===== src/rtl/alarm_pkg.sv =====
// alarm_pkg -- shared definitions for the alarm controller.
//   alarm_state_e : FSM state encoding (OFF, ARMED, RINGING, SNOOZE)
//   *_DEF         : default ring length, snooze length and snooze allowance
//   cnt_width()   : counter width for a down-counter loaded with n-1,
//                   never narrower than one bit
package alarm_pkg;

  typedef enum logic [1:0] {
    ST_OFF     = 2'd0,
    ST_ARMED   = 2'd1,
    ST_RINGING = 2'd2,
    ST_SNOOZE  = 2'd3
  } alarm_state_e;

  localparam int unsigned RING_SECS_DEF   = 60;
  localparam int unsigned SNOOZE_SECS_DEF = 300;
  localparam int unsigned MAX_SNOOZE_DEF  = 3;

  // A down-counter that starts at n-1 needs $clog2(n) bits; a degenerate
  // n of 0 or 1 would give a zero-width vector, so clamp to one bit.
  function automatic int unsigned cnt_width(input int unsigned n);
    return (n <= 1) ? 1 : $clog2(n);
  endfunction

endpackage


===== src/rtl/alarm_rise_det.sv =====
// rise_det -- registers a level input and flags its rising edge.
//   clk   : second tick
//   rst_n : asynchronous active-low reset, clears the history register
//   d     : level input (snooze button)
//   pulse : high while d is 1 and was 0 at the previous edge
module rise_det (
  input  logic clk,
  input  logic rst_n,
  input  logic d,
  output logic pulse
);

  logic d_q;

  always_ff @(posedge clk or negedge rst_n) begin
    if (!rst_n) begin
      d_q <= 1'b0;
    end else begin
      d_q <= d;
    end
  end

  // Combinational so the FSM acts on the press at the very edge that
  // first samples it high.
  assign pulse = d & ~d_q;

endmodule


===== src/rtl/alarm_ctrl.sv =====
// alarm_ctrl -- alarm clock sequencer: arm, ring, snooze, auto-dismiss.
//   clk                : one-cycle-per-second tick
//   rst_n              : asynchronous active-low reset
//   alarm_on           : alarm enable switch (level, highest priority)
//   snooze             : snooze button (level, rising edge acted on)
//   tsec, tmin, thrs   : current time, binary
//   amin, ahrs         : alarm setting, binary
//   buzz               : high while ringing
//   snoozing           : high during a snooze interval
// Both outputs are decoded straight from the state register.
module alarm_ctrl
  import alarm_pkg::*;
#(
  parameter int unsigned RING_SECS   = RING_SECS_DEF,
  parameter int unsigned SNOOZE_SECS = SNOOZE_SECS_DEF,
  parameter int unsigned MAX_SNOOZE  = MAX_SNOOZE_DEF
) (
  input  logic       clk,
  input  logic       rst_n,
  input  logic       alarm_on,
  input  logic       snooze,
  input  logic [6:0] tsec,
  input  logic [6:0] tmin,
  input  logic [6:0] thrs,
  input  logic [6:0] amin,
  input  logic [6:0] ahrs,
  output logic       buzz,
  output logic       snoozing
);

  localparam int unsigned RW = cnt_width(RING_SECS);
  localparam int unsigned WW = cnt_width(SNOOZE_SECS);
  localparam int unsigned SW = cnt_width(MAX_SNOOZE + 1);

  localparam logic [RW-1:0] RING_LOAD   = RW'(RING_SECS - 1);
  localparam logic [WW-1:0] WAIT_LOAD   = WW'(SNOOZE_SECS - 1);
  localparam logic [SW-1:0] SNOOZE_LIM  = SW'(MAX_SNOOZE);

  alarm_state_e  state_q, state_d;
  logic [RW-1:0] ring_cnt_q, ring_cnt_d;
  logic [WW-1:0] wait_cnt_q, wait_cnt_d;
  logic [SW-1:0] snz_cnt_q, snz_cnt_d;

  logic snz_pulse;
  logic match;

  rise_det u_snz_edge (
    .clk   (clk),
    .rst_n (rst_n),
    .d     (snooze),
    .pulse (snz_pulse)
  );

  // Alarm fires only on the exact second the minute rolls over.
  assign match = (thrs == ahrs) && (tmin == amin) && (tsec == 7'd0);

  always_comb begin
    state_d    = state_q;
    ring_cnt_d = ring_cnt_q;
    wait_cnt_d = wait_cnt_q;
    snz_cnt_d  = snz_cnt_q;

    if (!alarm_on) begin
      state_d = ST_OFF;
    end else begin
      unique case (state_q)
        // Arming edge deliberately skips the match check.
        ST_OFF: begin
          state_d = ST_ARMED;
        end

        ST_ARMED: begin
          if (match) begin
            state_d    = ST_RINGING;
            ring_cnt_d = RING_LOAD;
            snz_cnt_d  = '0;
          end
        end

        // A press outranks expiry of the ring window on the same edge.
        ST_RINGING: begin
          if (snz_pulse) begin
            if (snz_cnt_q < SNOOZE_LIM) begin
              state_d    = ST_SNOOZE;
              wait_cnt_d = WAIT_LOAD;
              snz_cnt_d  = snz_cnt_q + SW'(1);
            end else begin
              state_d = ST_ARMED;
            end
          end else if (ring_cnt_q == '0) begin
            state_d = ST_ARMED;
          end else begin
            ring_cnt_d = ring_cnt_q - RW'(1);
          end
        end

        // Presses are ignored here; the allowance is kept across the wait.
        ST_SNOOZE: begin
          if (wait_cnt_q == '0) begin
            state_d    = ST_RINGING;
            ring_cnt_d = RING_LOAD;
          end else begin
            wait_cnt_d = wait_cnt_q - WW'(1);
          end
        end

        default: begin
          state_d = ST_OFF;
        end
      endcase
    end
  end

  always_ff @(posedge clk or negedge rst_n) begin
    if (!rst_n) begin
      state_q    <= ST_OFF;
      ring_cnt_q <= '0;
      wait_cnt_q <= '0;
      snz_cnt_q  <= '0;
    end else begin
      state_q    <= state_d;
      ring_cnt_q <= ring_cnt_d;
      wait_cnt_q <= wait_cnt_d;
      snz_cnt_q  <= snz_cnt_d;
    end
  end

  assign buzz     = (state_q == ST_RINGING);
  assign snoozing = (state_q == ST_SNOOZE);

endmodule


===== config.mk =====
export PLATFORM = sky130hd
export DESIGN_NAME = alarm_ctrl
export DESIGN_NICKNAME = d
export VERILOG_FILES = /design/src/rtl/alarm_pkg.sv /design/src/rtl/alarm_rise_det.sv /design/src/rtl/alarm_ctrl.sv
export SDC_FILE = /design/constraint.sdc
export NUM_CORES = 1
export LEC_CHECK = 0
export BUFFER_PORTS_ARGS = -buffer_cell sky130_fd_sc_hd__buf_2
export CELL_PAD_IN_SITES_DETAIL_PLACEMENT = 0
export CELL_PAD_IN_SITES_GLOBAL_PLACEMENT = 1
export CORE_UTILIZATION = 25
export DETAILED_ROUTE_END_ITERATION = 8
export MAX_ROUTING_LAYER = met4
export PLACE_DENSITY = 0.65
export SYNTH_ARGS = -nofsm -noshare
export SYNTH_HDL_FRONTEND = slang
export SYNTH_HIERARCHICAL = 1
export SYNTH_SLANG_ARGS = --single-unit

===== constraint.sdc =====
create_clock -name clk -period 2.7 [get_ports clk]
set_clock_uncertainty 0.1 [all_clocks]
set_input_delay 0 -clock clk [delete_from_list [all_inputs] [get_ports clk]]
set_output_delay 0 -clock clk [all_outputs]
set_load 0.03 [all_outputs]

==> metrics.txt <==
class of the worst hold path input port to flip-flop; Skew-Pair Late Insertion Delay 0.27 ns; register area share after synthesis 37.9%; RSZ-0062 raised after global routing no; Crit. End Element flip-flop; Async S/R FF share, synth 100%; r2r endpoint ring_cnt_q[2]; # setup viols final 0; Warnings, synthesis 6; sequential cell area 500 um2; dpl cells 249; synth unique cells 42; WL met1 1.40 mm; r2r startpoint wait_cnt_q[5]; routed vias/inst 4.61; met3 WL post-DR 151 um; postcts setup bufs 0; number of I/O port buffers 40; Leak 0.789 nW; area leader, netlist dfrtp_1; Syn Area/Cell 9.24 um2; filler instances 536; Clk network pwr share 44.7%; EDFF count, synth 0; post-synthesis register bit count 20; vias in the first global route 1170; die area 5580 um2; grt total ovfl 0; syn nets 186; DR DRC count 0; Final nets 229; maximum vdd drop 165 uV; WP data arrival 2.12 ns; Hold Startpoint alarm_on; CTS sink cnt 20; shortest period the worst path allows 2.07 ns; main area contributors after synthesis dfrtp_1 38%, xor2_1 8.0%, xnor2_1 4.6%; final cell count without fillers 255; Post-Syn Area 1320 um2; Area Overhead vs Synth 27.6%; combinational power share 10.3%; Seq pwr share 44.9%; GP Congestion 0.733; Worst Path Required 2.75 ns; initial antenna violation count 0; Switch Pwr 0.140 mW; Highest Signal Layer met4; layout cells sized above 1 28.1%; Core Footprint 5110 um2; Worst slew margin 62.3%; ys flop type dfrtp_1; status complete, no violations; setup TNS 0 ns; Max Clk Rate 484 MHz; first-pass GRT wire length 5.06 mm; Die W 74.7 um; commonest cells after routing, fill and taps aside 40 x buf_2, 20 x dfrtp_1, 12 x xor2_1, 10 x nor2_1, 8 x nand2_1; largest net degree at the start of global routing 21; Max Cap Viol 0; CTS tree yes; Post-Syn Instances 143; gr usage total 12.2%; DRT iter0 DRCs 53; Ports 41; R2R cell count 5; met2 routed WL 1.19 mm; Starting Density 25.9%; Int Pwr 0.536 mW; Hold Path Depth 2; pwr dens 401 nW/um2; Cell Rows 26; endpoints failing hold 0; hpwl dp 2.25 mm; Max Root-Sink Buffers 2; Resize count post-CTS 0; Slew @ Worst Pin 0.564 ns; Multi-input gate area 787 um2; reg2reg setup slack 0.63 ns; highest net fanout along the worst path 6; Post-DRT Antenna Nets 0; hold endpoint state_q[0]; WL per Instance 11.0 um; n_diodes 0; vias post-DR 1175; CTS H-tree depth 1; Setup CP Type flip-flop to flip-flop; sw frac 20.7%; Die H 74.7 um; cts bufs inserted 3; clk slew on worst S/H paths 0.08 ns; Synth top area share 37.9%; most common cell after layout, fill and taps aside buf_2; first drt pass iteration count 4; wirelength, routed 2.80 mm; Slew Limit Fails 0; Clock Tree Root clkbuf_8; crit path launch type flip-flop; Final Cycle Share 76.6%
## area by class of cell
cell class                      instances  area share [%]
Multi-Input combinational cell        114            46.7
Clock buffer                            3            2.45
Tap cell                               70            5.20
Timing Repair Buffer                   42            13.1
Clock inverter                          1            1.78
Inverter                                5            1.11
Sequential cell                        20            29.7
## sequential cells by signal (all words and copies together), names as in the netlist
| name | cells |
|---|---|
| snz_cnt_q | 2 |
| ring_cnt_q | 6 |
| state_q | 2 |
| wait_cnt_q | 9 |
| u_snz_edge/d_q | 1 |
## how the worst max path moves through the flow
| stage | startpoint | to | slack (ns) |
|---|---|---|---|
| final | wait_cnt_q[5] | ring_cnt_q[2] | 0.63 |
| after detailed placement | wait_cnt_q[5] | ring_cnt_q[2] | 0.65 |
| after CTS | wait_cnt_q[5] | ring_cnt_q[2] | 0.63 |
| after global placement | wait_cnt_q[5] | ring_cnt_q[2] | 0.69 |
| after global routing | wait_cnt_q[5] | ring_cnt_q[2] | 0.51 |
| after floorplan | wait_cnt_q[5] | ring_cnt_q[2] | 0.78 |
## timing repair
action | in CTS | in global routing
endpoints found under the hold margin | 21 | 0
hold buffers | 2 | 0
endpoints found under the setup margin | 0 | 0
## metrics by stage
step	utilization, %	worst slack [ns]	hold WS, ns	power [mW]	cell area (um2)
final	33.0	0.633	0.0419	0.676	1690
after global routing	33.0	0.513	0.0559	0.707	1690
after CTS	33.0	0.633	0.0324	0.686	1690
after detailed placement	31.2	0.652	-0.124	0.379	1590
after global placement	31.2	0.691	-0.105	0.380	1590
after floorplan	-	0.778	-0.396	0.338	1320
## synthesized netlist by cell type (all sizes together), types with 2 or more instances
cell type	count
dfrtp	20
xor2	12
nor2	11
o21ai	10
nand2	8
nor4	7
xnor2	7
a31oi	5
inv	5
nor2b	5
nor3	5
clkbuf	4
ha	4
nand3b	4
or3	4
a21oi	3
and2	3
nand3	3
a22oi	2
and3	2
nand2b	2
nand4	2
o21a	2
or4	2
## cells by family (layout without fill, tap and decap cells)
| kind of cell | after synthesis | count (layout) | synth area share [%] |
|---|---|---|---|
| AND/OR/NAND/NOR | 61 | 61 | 28.4 |
| AO/OA/AOI/OAI | 30 | 30 | 14.8 |
| flip-flops | 20 | 20 | 37.9 |
| XOR/XNOR | 19 | 19 | 12.6 |
| buffers and inverters | 9 | 51 | 2.56 |
| adder cells (fa/ha/maj) | 4 | 4 | 3.79 |
## per-layer routing
layer	up-vias	track usage, %
met2	51	19.0
met3	5	1.61
met1	519	16.0
met5	-	-
li1	600	-
met4	0	5.03
## critical path: stages (launching register included)
cell	delay, ns
dfrtp_1	0.40
or4_4	0.58
nor4_4	0.39
o21ai_1	0.12
o31a_2	0.17
o21ba_1	0.19
## power groups by stage
stage          registers, mW  logic, mW  clock network [mW]
2_1_floorplan          0.308     0.0299                   0
3_3_place_gp           0.310     0.0696                   0
3_5_place_dp           0.310     0.0693                   0
4_1_cts                0.304     0.0717               0.310
5_1_grt                0.305     0.0801               0.322
6_report               0.304     0.0698               0.303
(Power assumes the default switching activity.)
